File: src/rtl/pipeline_stall_ctrl.sv
// Hazard/stall sequencer for the 5-stage LC-3b pipeline: cache waits, load-use bubbles, branch flush.
// Optional saturating perf counters are enabled by defining STALL_PERF_CNT_EN.
module pipeline_stall_ctrl #(
  parameter int REG_W = 3,
  parameter int CNT_W = 32
) (
  input  logic             clk,
  input  logic             rst_n,
  input  logic             imem_req,
  input  logic             imem_resp,
  input  logic             dmem_req,
  input  logic             dmem_resp,
  input  logic [REG_W-1:0] id_src1,
  input  logic [REG_W-1:0] id_src2,
  input  logic [1:0]       id_src_use,
  input  logic [REG_W-1:0] ex_dest,
  input  logic             ex_is_load,
  input  logic             ex_valid,
  input  logic             mem_br_taken,
  output logic             imem_read,
  output logic             dmem_strobe,
  output logic             load_pc,
  output logic             load_if_id,
  output logic             load_id_ex,
  output logic             load_ex_mem,
  output logic             load_mem_wb,
  output logic             bubble_id_ex,
  output logic             flush
`ifdef STALL_PERF_CNT_EN
  ,
  output logic [CNT_W-1:0] perf_mem_stall,
  output logic [CNT_W-1:0] perf_lu_stall,
  output logic [CNT_W-1:0] perf_flush
`endif
);

  // state | meaning
  // RUN   | no cache access outstanding, pipeline advances or bubbles/flushes
  // WAIT  | frozen on at least one outstanding cache access
  typedef enum logic {RUN, WAIT} state_t;

  state_t state_q, state_d;
  logic   i_done_q, i_done_d;
  logic   d_done_q, d_done_d;
  logic   i_pend, d_pend, mem_stall, hazard;

  always_ff @(posedge clk or negedge rst_n) begin
    if (!rst_n) begin
      state_q  <= RUN;
      i_done_q <= 1'b0;
      d_done_q <= 1'b0;
    end else begin
      state_q  <= state_d;
      i_done_q <= i_done_d;
      d_done_q <= d_done_d;
    end
  end

  always_comb begin
    i_pend    = imem_req & ~imem_resp & ~i_done_q;
    d_pend    = dmem_req & ~dmem_resp & ~d_done_q;
    mem_stall = i_pend | d_pend;
    hazard    = ex_valid & ex_is_load &
                ((id_src_use[0] & (id_src1 == ex_dest)) |
                 (id_src_use[1] & (id_src2 == ex_dest)));

    state_d  = state_q;
    i_done_d = i_done_q;
    d_done_d = d_done_q;

    case (state_q)
      RUN:  if (mem_stall) state_d = WAIT;
      WAIT: if (!mem_stall) begin
        state_d  = RUN;
        i_done_d = 1'b0;
        d_done_d = 1'b0;
      end
      default: state_d = RUN;
    endcase

    // Remember a response that lands while the other side still holds us frozen,
    // so that the finished access is not re-issued.
    if (mem_stall) begin
      if (imem_req & imem_resp & d_pend) i_done_d = 1'b1;
      if (dmem_req & dmem_resp & i_pend) d_done_d = 1'b1;
    end

    imem_read    = imem_req & ~i_done_q;
    dmem_strobe  = dmem_req & ~d_done_q;
    load_pc      = 1'b0;
    load_if_id   = 1'b0;
    load_id_ex   = 1'b0;
    load_ex_mem  = 1'b0;
    load_mem_wb  = 1'b0;
    bubble_id_ex = 1'b0;
    flush        = 1'b0;

    if (mem_stall) begin
      load_pc = 1'b0;
    end else if (mem_br_taken) begin
      load_pc     = 1'b1;
      load_if_id  = 1'b1;
      load_id_ex  = 1'b1;
      load_ex_mem = 1'b1;
      load_mem_wb = 1'b1;
      flush       = 1'b1;
    end else if (hazard) begin
      load_id_ex   = 1'b1;
      bubble_id_ex = 1'b1;
      load_ex_mem  = 1'b1;
      load_mem_wb  = 1'b1;
    end else begin
      load_pc     = 1'b1;
      load_if_id  = 1'b1;
      load_id_ex  = 1'b1;
      load_ex_mem = 1'b1;
      load_mem_wb = 1'b1;
    end

    // Outputs are held quiet for the whole reset pulse, not just from the next edge.
    if (!rst_n) begin
      imem_read    = 1'b0;
      dmem_strobe  = 1'b0;
      load_pc      = 1'b0;
      load_if_id   = 1'b0;
      load_id_ex   = 1'b0;
      load_ex_mem  = 1'b0;
      load_mem_wb  = 1'b0;
      bubble_id_ex = 1'b0;
      flush        = 1'b0;
    end
  end

`ifdef STALL_PERF_CNT_EN
  always_ff @(posedge clk or negedge rst_n) begin
    if (!rst_n) begin
      perf_mem_stall <= '0;
      perf_lu_stall  <= '0;
      perf_flush     <= '0;
    end else begin
      if (mem_stall && perf_mem_stall != '1)
        perf_mem_stall <= perf_mem_stall + CNT_W'(1);
      if (!mem_stall && mem_br_taken && perf_flush != '1)
        perf_flush <= perf_flush + CNT_W'(1);
      if (!mem_stall && !mem_br_taken && hazard && perf_lu_stall != '1)
        perf_lu_stall <= perf_lu_stall + CNT_W'(1);
    end
  end
`endif

endmodule

File: config.mk
export PLATFORM = sky130hd
export DESIGN_NAME = pipeline_stall_ctrl
export DESIGN_NICKNAME = d
export VERILOG_FILES = /design/src/rtl/pipeline_stall_ctrl.sv
export SDC_FILE = /design/constraint.sdc
export NUM_CORES = 1
export LEC_CHECK = 0
export CORE_AREA = 2 2 39 41
export CTS_BUF_LIST = sky130_fd_sc_hd__clkbuf_4 sky130_fd_sc_hd__clkbuf_8
export CTS_CLUSTER_DIAMETER = 150
export CTS_CLUSTER_SIZE = 12
export DETAILED_ROUTE_END_ITERATION = 7
export DIE_AREA = 0 0 41 43
export GPL_TIMING_DRIVEN = 0
export PLACE_DENSITY = 0.58
export SLEW_MARGIN = 30
export SYNTH_ARGS = -nofsm -noshare
export SYNTH_HDL_FRONTEND = slang
export SYNTH_SLANG_ARGS = --single-unit
File: constraint.sdc
create_clock -name clk -period 2.1 [get_ports clk]
set_clock_uncertainty 0.05 [all_clocks]
set_input_delay 0.63 -clock clk [delete_from_list [all_inputs] [get_ports clk]]
set_output_delay 0.63 -clock clk [all_outputs]
set_load 0.01 [all_outputs]
==> key figures <==
STA
  • Crit path time final: 2.31 ns
  • Setup TNS: -0.557 ns
  • RSZ-0062 raised after global routing: true
  • Final hold violation count: 0
  • Worst-margin pin slew: 0.222 ns
  • Slew Limit Fails: 0
  • Post-route setup slack: -0.206 ns
  • Fmax: 434 MHz
  • Final setup vio count: 4
  • Max_slew headroom: 85.1%
  • Period utilisation layout: 110%

Pwr
  • Sw frac: 25.4%
  • Clk pwr share: 33.3%
  • P_int: 0.000245 W
  • Switching power: 0.0000833 W
  • PwrDens: 446 mW/mm2
  • Seq pwr share: 21.3%
  • Gate power share: 45.4%
  • Worst IR Drop VDD: 0.248 mV
  • Leak pwr: 0.373 nW

Drt
  • DRC Markers: 0
  • Vias/cell: 4.26
  • Routed WL: 956 um
  • Drt pass-1 iters: 1
  • Vias post-DR: 371
  • Antenna-violating nets left: 0
  • 1st-iter DRT viols: 0
  • Wirelength per Cell: 11.0 um

Run status
  • Failing checks: negative setup slack
  • Status: finished with violations

Logic synthesis
  • Total number of yosys warnings: 0
  • Seq cells post-synth: 3
  • Adder-Cell Fraction of Synth Area: 0%
  • EDFF count, synth: 0
  • Mux cell area share after synthesis: 0%
  • Post-synthesis sequential area ratio: 26.2%
  • Post-synthesis cell type count: 15
  • Primary FF master, synth: dfrtp_1
  • Ys async rst share: 100%
  • Syn Nets: 52
  • Syn Inst Count: 32
  • Synth Area in Compound Gates: 12.2%
  • Cell area after synthesis: 287 um2
  • XOR/XNOR share of the synthesized area: 18.3%
  • Largest family of logic cells by synthesized area: simple AND/OR/NAND/NOR gates
  • Post-Syn Area per Cell: 8.95 um2
  • Simple-gate portion of the synthesized area: 31.4%

Worst setup path
  • Worst-path cell chain: buf_8, xnor2_2, nand4_1, a211oi_4, nor2b_4, buf_6, buf_6
  • Crit path kind: in2out
  • Crit path max-delay cell type: a211oi_4
  • WP data arrival: 1.63 ns
  • Data required time of the critical path: 1.42 ns
  • Most frequent CP cell: buf_6
  • Slowest Stage Delay on Critical Path: 0.31 ns
  • Setup crit end kind: output port
  • Max Fanout on Critical Path: 2
  • CP startpoint kind: input port

Placed design
  • GP Congestion: 0.703
  • Dpl hpwl: 698 um
  • Port bufs: 28
  • Placed cells: 76
  • Dpl ws: -1.03 ns

Global routing
  • Met1 Use GR: 16.9%
  • Largest net degree at the start of global routing: 8
  • Overflow after GRT: 0
  • Initial antenna violation count: 0
  • Vias in the first global route: 391
  • GRT Util Overall: 13.6%
  • Met3 usage: 3.66%
  • First-pass GRT wire length: 1610 um
  • Met2 Use GR: 19.4%
  • Global route hottest layer: met2

Layout
  • NumNets Final: 92
  • Register Area: 75.1 um2
  • Share of post-route cells with drive strength above 1: 69.0%
  • Area Growth Syn to Fin: 157%
  • Ant diodes: 0
  • Cell Count, Final, Fillers Out: 87
  • Multi-input logic area: 260 um2
  • Fillers: 136

CTS
  • CTS tree: done
  • Clock Path Buffers: 2
  • Hold_buf cts: 0
  • Clk pin slew, worst setup/hold paths: 0.03 ns
  • Clock buffer count from CTS: 3
  • Worst-Skew Late Latency: 0.23 ns
  • CTS H-Tree Depth: 1
  • Sink Count: 3
  • Root buf cell: clkbuf_4

Floorplan
  • Core Footprint: 0.00138 mm2
  • Chip height: 43 um
  • Die width: 41 um
  • Initial Util: 20.7%
  • Die Area: 0.00176 mm2
  • Io pins: 29
  • Rows: 14

Job
  • Max-Cap Viols: 0

Min path
  • Worst Hold Class: in2async
[synth_stat cells, types with 2 or more instances]
cell type	instances	area, um2
xnor2_1	6	52.6
and3b_1	2	17.5
a21oi_1	2	10.0
and2_1	2	12.5
nor3b_2	2	25.0
dfrtp_1	3	75.1
a31oi_1	2	12.5
nand4_1	2	12.5
buf_4	3	22.5
inv_1	3	11.3
[critical path, delay by kind of cell]
kind	cells	cell delay, ns
AOI/OAI and AO/OA	1	0.31
and+or+nand+nor	2	0.23
buffers and inverters	3	0.32
xor gates and xnor gates	1	0.14
[metrics by stage]
stage	util (%)	cell area, um2	power (W)	hold slack, ns
after CTS	50.9	704	0.000329	0.255
after floorplan	-	297	0.000116	0.284
final	53.2	736	0.000328	0.264
after global placement	43.1	597	0.000185	0.387
after global routing	53.2	736	0.000360	0.262
after detailed placement	43.1	597	0.000186	0.395
[layer usage]
metal	part of all wire, %	wire length, um
met5	0	0
met1	40	379
met3	6.3	60
met4	2.0	19
met2	52	497
[layout make-up]
type,count,area share (%)
inverter,3,1.53
timing repair buffer,36,43.0
clock buffer,4,4.08
multi-input combinational,23,35.4
buffer,2,3.06
tap,16,2.72
sequential,3,10.2
[path summary, 6_finish.rpt]
kind,slack [ns],endpoint,cells past startpoint,startpoint
max,-0.21,load_pc,7,ex_dest[2]
min,0.26,state_q,1,rst_n
max reg2reg,0.61,state_q,8,d_done_q
min reg2reg,0.40,d_done_q,1,state_q
max in group asynchronous,1.59,i_done_q,1,rst_n
min in group clk,0.40,d_done_q,1,state_q
[power groups by stage]
stage | logic [W] | clock network (W) | registers [W]
2_1_floorplan | 0.0000479 | 0 | 0.0000682
3_3_place_gp | 0.000116 | 0 | 0.0000687
3_5_place_dp | 0.000117 | 0 | 0.0000690
4_1_cts | 0.000143 | 0.000116 | 0.0000696
5_1_grt | 0.000162 | 0.000127 | 0.0000705
6_report | 0.000149 | 0.000109 | 0.0000699
[registers in the layout, summed over array words and instances (netlist names)]
register and flops:
d_done_q 1, state_q 1, i_done_q 1
[placed cells by master, fill, tap and decap left out, drive strengths merged, types with 2 or more instances in the layout]
cell type / synthesis / routed
and2: 2 / 2
inv: 3 / 3
and3b: 2 / 2
dlygate4sd2: 0 / 7
xnor2: 6 / 6
a21oi: 2 / 2
a31oi: 2 / 2
buf: 3 / 30
dfrtp: 3 / 3
nand4: 2 / 2
nor3b: 2 / 2
clkbuf: 0 / 4
[cells by family after synthesis]
logic type,after synthesis
xor+xnor,6
buf+inv,6
compound gates,5
flops,3
simple gates,12
[what timing repair did]
action	CTS	global route
setup buffers	8	0
resized for setup	110	9
pin swaps	14	7
endpoints found under the setup margin	9	7
No activity file was read; power rests on OpenSTA's default activity.
